==> src/rtl/ex_muldiv_sequencer.sv <==
// Unsigned multiply/divide sequencer for the execute stage (radix-2 shift-add MUL, restoring DIV).
// Latency: 33 cycles start-to-valid (XLEN iterations + DONE); 1 cycle for divide-by-zero.
// Backpressure: stalls PC/IF/ID/ID-EX from the accept cycle through CALC; flush aborts to IDLE.
module ex_muldiv_sequencer #(
  parameter int XLEN = 32
) (
  input  logic            clk,
  input  logic            rst_n,
  input  logic            ID_EX_muldiv_start,
  input  logic [1:0]      ID_EX_muldiv_op,
  input  logic [XLEN-1:0] EX_op1_data,
  input  logic [XLEN-1:0] EX_op2_data,
  input  logic [4:0]      ID_EX_rd,
  input  logic            EX_flush,
  output logic            EX_muldiv_stall,
  output logic            EX_muldiv_busy,
  output logic            EX_muldiv_valid,
  output logic [XLEN-1:0] EX_muldiv_result,
  output logic [4:0]      EX_muldiv_rd
);

  localparam logic [1:0] OP_MUL   = 2'd0;
  localparam logic [1:0] OP_MULHU = 2'd1;
  localparam logic [1:0] OP_DIVU  = 2'd2;
  localparam logic [1:0] OP_REMU  = 2'd3;

  localparam logic [1:0] S_IDLE = 2'd0;
  localparam logic [1:0] S_CALC = 2'd1;
  localparam logic [1:0] S_DONE = 2'd2;

  localparam int            CW       = $clog2(XLEN);
  localparam logic [CW-1:0] CNT_LAST = CW'(XLEN - 1);

  logic [1:0]        r_state;
  logic [1:0]        w_state_nxt;
  logic [CW-1:0]     r_cnt;
  logic [1:0]        r_op;
  logic [4:0]        r_rd;
  logic              r_div0;
  logic [2*XLEN-1:0] r_prod;
  logic [XLEN-1:0]   r_mcand;
  logic [XLEN-1:0]   r_rem;
  logic [XLEN-1:0]   r_quo;
  logic [XLEN-1:0]   r_dvsr;

  logic              w_accept;
  logic              w_div0_in;
  logic [XLEN:0]     w_mul_sum;
  logic [XLEN:0]     w_div_shift;
  logic [XLEN:0]     w_div_sub;
  logic              w_valid;
  logic [XLEN-1:0]   w_result;

  // A start is taken only from IDLE and only if the same cycle is not being flushed.
  assign w_accept  = (r_state == S_IDLE) && ID_EX_muldiv_start && !EX_flush;
  assign w_div0_in = ID_EX_muldiv_op[1] && (EX_op2_data == '0);

  // Next-state logic; flush overrides every transition.
  always_comb begin
    w_state_nxt = r_state;
    case (r_state)
      S_IDLE: if (w_accept) w_state_nxt = w_div0_in ? S_DONE : S_CALC;
      S_CALC: if (r_cnt == '0) w_state_nxt = S_DONE;
      S_DONE: w_state_nxt = S_IDLE;
      default: w_state_nxt = S_IDLE;
    endcase
    if (EX_flush) w_state_nxt = S_IDLE;
  end

  // State register.
  always_ff @(posedge clk or negedge rst_n) begin
    if (!rst_n) r_state <= S_IDLE;
    else        r_state <= w_state_nxt;
  end

  // One shift-add step: add multiplicand into the high half when product[0] is set, keep the carry.
  assign w_mul_sum = {1'b0, r_prod[2*XLEN-1:XLEN]} + (r_prod[0] ? {1'b0, r_mcand} : '0);

  // One restoring step: the remainder is always below the divisor, so the
  // shifted value fits XLEN+1 bits and the trial-subtract sign is its top bit.
  // After restore/keep the top bit is zero again, so only XLEN bits are stored.
  assign w_div_shift = {r_rem, r_quo[XLEN-1]};
  assign w_div_sub   = w_div_shift - {1'b0, r_dvsr};

  // Operand capture on accept, then one multiply and one divide iteration per CALC cycle.
  always_ff @(posedge clk or negedge rst_n) begin
    if (!rst_n) begin
      r_cnt   <= '0;
      r_op    <= '0;
      r_rd    <= '0;
      r_div0  <= 1'b0;
      r_prod  <= '0;
      r_mcand <= '0;
      r_rem   <= '0;
      r_quo   <= '0;
      r_dvsr  <= '0;
    end else if (w_accept) begin
      r_cnt   <= CNT_LAST;
      r_op    <= ID_EX_muldiv_op;
      r_rd    <= ID_EX_rd;
      r_div0  <= w_div0_in;
      r_prod  <= {{XLEN{1'b0}}, EX_op2_data};
      r_mcand <= EX_op1_data;
      r_rem   <= '0;
      r_quo   <= EX_op1_data;
      r_dvsr  <= EX_op2_data;
    end else if (r_state == S_CALC) begin
      if (r_cnt != '0) r_cnt <= r_cnt - 1'b1;
      r_prod <= {w_mul_sum, r_prod[XLEN-1:1]};
      if (!w_div_sub[XLEN]) begin
        r_rem <= w_div_sub[XLEN-1:0];
        r_quo <= {r_quo[XLEN-2:0], 1'b1};
      end else begin
        r_rem <= w_div_shift[XLEN-1:0];
        r_quo <= {r_quo[XLEN-2:0], 1'b0};
      end
    end
  end

  // Result select; a zero divisor skips CALC so the quotient register still holds the dividend.
  always_comb begin
    w_result = '0;
    case (r_op)
      OP_MUL:   w_result = r_prod[XLEN-1:0];
      OP_MULHU: w_result = r_prod[2*XLEN-1:XLEN];
      OP_DIVU:  w_result = r_div0 ? {XLEN{1'b1}} : r_quo;
      OP_REMU:  w_result = r_div0 ? r_quo : r_rem;
      default:  w_result = '0;
    endcase
  end

  assign w_valid          = (r_state == S_DONE) && !EX_flush;
  assign EX_muldiv_valid  = w_valid;
  assign EX_muldiv_result = w_valid ? w_result : '0;
  assign EX_muldiv_rd     = w_valid ? r_rd : '0;
  assign EX_muldiv_busy   = (r_state != S_IDLE);
  // Stall is held low during reset even if start is asserted in the same cycle.
  assign EX_muldiv_stall  = rst_n && (w_accept || (r_state == S_CALC));

endmodule

==> config.mk <==
export PLATFORM = sky130hd
export DESIGN_NAME = ex_muldiv_sequencer
export DESIGN_NICKNAME = d
export VERILOG_FILES = /design/src/rtl/ex_muldiv_sequencer.sv
export SDC_FILE = /design/constraint.sdc
export NUM_CORES = 1
export LEC_CHECK = 0
export CORE_AREA = 8 8 166 168
export CTS_CLUSTER_DIAMETER = 30
export DETAILED_ROUTE_END_ITERATION = 6
export DIE_AREA = 0 0 174 176
export PLACE_DENSITY = 0.73
export SYNTH_ARGS = -nofsm -noshare
export SYNTH_HDL_FRONTEND = slang
export SYNTH_SLANG_ARGS = --single-unit
export TNS_END_PERCENT = 50
==> constraint.sdc <==
create_clock -name clk -period 5.2 [get_ports clk]
set_clock_uncertainty 0.15 [all_clocks]
set_input_delay 0.78 -clock clk [delete_from_list [all_inputs] [get_ports clk]]
set_output_delay 0.78 -clock clk [all_outputs]
set_load 0.01 [all_outputs]
==> reports/metrics.sh <==
TIMING.CRITICAL_PATH.CELLS='and2_1 -> ha_1 -> fa_1 -> a211oi_2 -> o211ai_1 -> a41o_1 -> o211a_4 -> a21o_1 -> and3_4 -> o311a_1 -> or3_1 -> a32o_1'
FINALSETUPVIOLATIONS=0
CHIPWIDTH_UM=174
GRT_SETUP_UNREPAIRED='no'
POWER.LEAKAGE_uW=0.007464
HOLD_PATH_CLASS='input pin to async pin'
FINAL.SETUP.TNS_NS=0
POST_CTS.RESIZED_INSTANCES=0
YS_TOP_CELLS_BY_COUNT='nand2_1, dfrtp_1, clkbuf_1, o21ai_0, a21oi_1'
CTS_HOLD_BUFFERS=0
CTSLONGESTPATHBUFFERS=3
TIMING.CRITICAL_PATH.REQUIRED_NS=5.46
GLOBALROUTEOVERFLOWTOTAL=0
SYNTH_TOP_AREA_SHARE_PCT=40.16
ANTENNA_FOUND_INITIAL=1
SYNTH.LARGEST_AREA_CELL='dfrtp_1'
CRITPATHMAXSTAGEDELAY_NS=0.59
CRITICAL_PATH_ENDPOINT_CATEGORY='register'
ANTENNA_LEFT=0
FINAL_MAX_SLEW_VIOL_COUNT=0
DIE_HEIGHT_UM=176
FINAL.FILL_COUNT=2143
SYNTH-ASYNC-RESET-RATIO_PCT=100.0
MULTI_INPUT_GATE_AREA_IN_THE_FINAL_LAYOUT_MM2=0.007207
CTS_SETUP_BUFFERS=0
SYNTH_WARNINGS=0
SLEW_HEADROOM_PCT=22.64
SYNTH_FLOP_CELL='dfrtp_1'
MAXCAPVIOLCOUNT=0
POST_SYNTH_INSTANCE_AREA_MM2=0.01290
ROUTE.DETAILED.DRC=0
TIMING.CRITICAL_PATH.FANOUT_MAX=20
FINAL_NETS=1763
CTS_HTREE_LEVELS=2
POSTSYNTHCELLCOUNT=1532
GRT_PASS1_VIAS=11879
PATH_CLK_SLEW_NS=0.04
CTS_ROOT_CELL='clkbuf_16'
DIE_AREA_MM2=0.03062
GRT_MAX_DEGREE=142
VIAS_PER_CELL=6.096
POWER_DENSITY_mW_PER_MM2=592.7
SYNTH_NETS=1675
YOSYS_REGISTER_BITS=207
POST_SYNTH_EDFFS=0
YOSYSSEQAREASHARE_PCT=40.16
GP_CONGESTION=0.9495
NUMBER_OF_SINKS_DRIVEN_BY_THE_CLOCK_TREE=207
WL_PER_CELL_UM=20.11
R2R-START='r_prod[0]'
GRT_PASS1_WL_UM=64490
HPWL_UM=27710
COREAREA_MM2=0.02482
CP_SLOWEST_CELL='dfrtp_1'
NETLIST-CELL-TYPE-COUNT=69
WORST-R2R-CELL-COUNT=12
POST-ROUTE-PERIOD-UTIL_PCT=78.38
DETAIL_ROUTE.FIRST_PASS.ITERATIONS=5
TIMING.SETUP.CRITICAL_PATH_CLASS='register to register'
DRT_ITER0_DRC=1224
INSERTION_DELAY_NS=0.54
TOTAL_ROUTED_LENGTH_UM=39980
ARRIVAL_NS=4.34
FINAL_HOLD_VIOL_COUNT=0
MAXIMUM_ACHIEVABLE_FREQUENCY_GHz=0.2453
VIA_COUNT=12119
PERIOD_MINUS_SLACK_NS=4.076
TIMING.RR.END='r_prod[57]'
TRITONCTS='done'
SYN_TO_FINAL_GROWTH_PCT=24.12
SYNTH.TOP_CELLS.BY_AREA='dfrtp_1, nand2_1, ha_1, a211oi_1, o21ai_0'
DP_WORST_SETUP_SLACK_NS=1.162
NUM_ANTENNA_CELLS=0
IO-PIN-COUNT=115
NUMPORTBUFFERS=114
FINAL_LAYOUT_SIZE_SUFFIX_GT1_SHARE_PCT=7.419
LAYOUT_SETUP_WS_NS=1.124
OUTCOME='finished, final reports clean'
INITIAL_UTILIZATION_PCT=51.98
WORSTSETUPSTARTPOINTTYPE='register'
TRITONCTS.NUM_BUFFERS=50
PLACEMENT_ROWS=58
YOSYSMOSTFREQUENTCELL='nand2_1'
GROUTE.USAGE.OVERALL_PCT=25.79
FF2FF_SETUP_SLACK_NS=1.12
SEQUENTIAL_CELL_AREA_MM2=0.005182
IR_WORST_VDD_uV=320.0
WORST_PIN_SLEW_NS=1.160
POSTSYNTHAREAPERCELL_UM2=8.420
[cell families after synthesis]
kind of cell             after synthesis  synth area share [%]
XOR/XNOR                              58                 4.054
adder cells (fa/ha/maj)               68                 6.712
multiplexers                          23                 1.785
flip-flops                           207                 40.16
AND/OR/NAND/NOR                      596                 20.90
buffers and inverters                142                 4.219
AO/OA/AOI/OAI                        438                 22.17
[registers in the layout (all words and copies together) (netlist names)]
register / cells
r_cnt: 5
r_rem: 32
r_quo: 32
r_rd: 5
r_op: 2
r_mcand: 32
r_prod: 64
r_dvsr: 32
r_state: 2
r_div0: 1
[power by group]
part           switching [uW]  leakage, uW  internal [uW]
combinational            2090      0.00403           1460
clock                     958     0.000843           2280
sequential                604      0.00259           2100
[cell usage in the layout (no fill, tap or decap), drive strengths merged, types with 3 or more instances in the layout]
cell           netlist  routed
o211ai              11      11
o21ai              117     117
a2111oi              4       4
clkinvlp             0       7
nor3                13      13
nor4b                4       4
xnor2               29      29
and3                12      12
buf                  9      14
xor2                29      29
clkbuf              83      63
a41o                 3       3
o21bai               8       8
a31oi                9       9
nor2b               34      34
a22oi               31      31
nor4                 8       8
clkinv               0       9
mux2i               23      23
nor2                36      36
or3                  4       4
clkdlybuf4s50        0     113
nand3               62      62
and2                34      34
o21a                11      11
o31ai                5       5
ha                  66      66
a21oi               76      76
inv                 50      53
dfrtp              207     207
o22ai               33      33
nand2b               9       9
nand2              356     356
a21o                32      32
or4                  3       3
a32oi                7       7
a211o                3       3
a211oi              71      71
nand4               13      13
bufinv               0       9
[worst max-delay path by stage]
stage | from | slack [ns] | endpoint | cells past startpoint
after global placement | r_prod[0] | 1.24 | r_prod[57] | 12
final | r_prod[0] | 1.12 | r_prod[57] | 12
after detailed placement | r_prod[0] | 1.16 | r_prod[57] | 12
after floorplan | r_prod[0] | 1.47 | r_prod[57] | 13
after CTS | r_prod[0] | 1.14 | r_prod[57] | 12
after global routing | r_prod[0] | 0.95 | r_prod[57] | 12
[worst max-delay path, delay by kind of cell (launching register included)]
kind / cells / cell delay (ns)
and+or+nand+nor: 3 / 0.77
adders and majority gates: 2 / 0.69
DFF: 1 / 0.59
AOI/OAI and AO/OA: 7 / 1.75
[layout make-up]
class,count,area share (%)
Clock inverter,28,2.508
Timing Repair Buffer,128,7.885
Multi-Input combinational cell,1183,45.01
Tap cell,330,2.579
Sequential cell,207,32.37
Inverter,50,1.172
Clock buffer,62,8.479
[stage by stage]
stage | instance area, um2 | hold slack, ns | instances | util [%] | total power, uW
finish | 16010 | 0.1173 | 1988 | 64.51 | 9490
floorplan | 12900 | 0.2875 | 1532 | - | 5169
global route | 16010 | 0.1583 | 1988 | 64.51 | 10050
detailed placement | 14250 | 0.3093 | 1898 | 57.43 | 6167
global placement | 14250 | 0.3011 | 1898 | 57.43 | 6092
CTS | 16010 | 0.1267 | 1988 | 64.51 | 9464
[per-layer routing]
metal | up-vias | GRT usage [%] | share of wire (%)
li1 | 5649 | - | -
met1 | 5896 | 35.28 | 43
met2 | 482 | 39.83 | 45
met3 | 92 | 4.636 | 8.0
met4 | 0 | 10.97 | 3.6
met5 | - | 0 | 0
No activity file was read; power rests on OpenSTA's default activity.
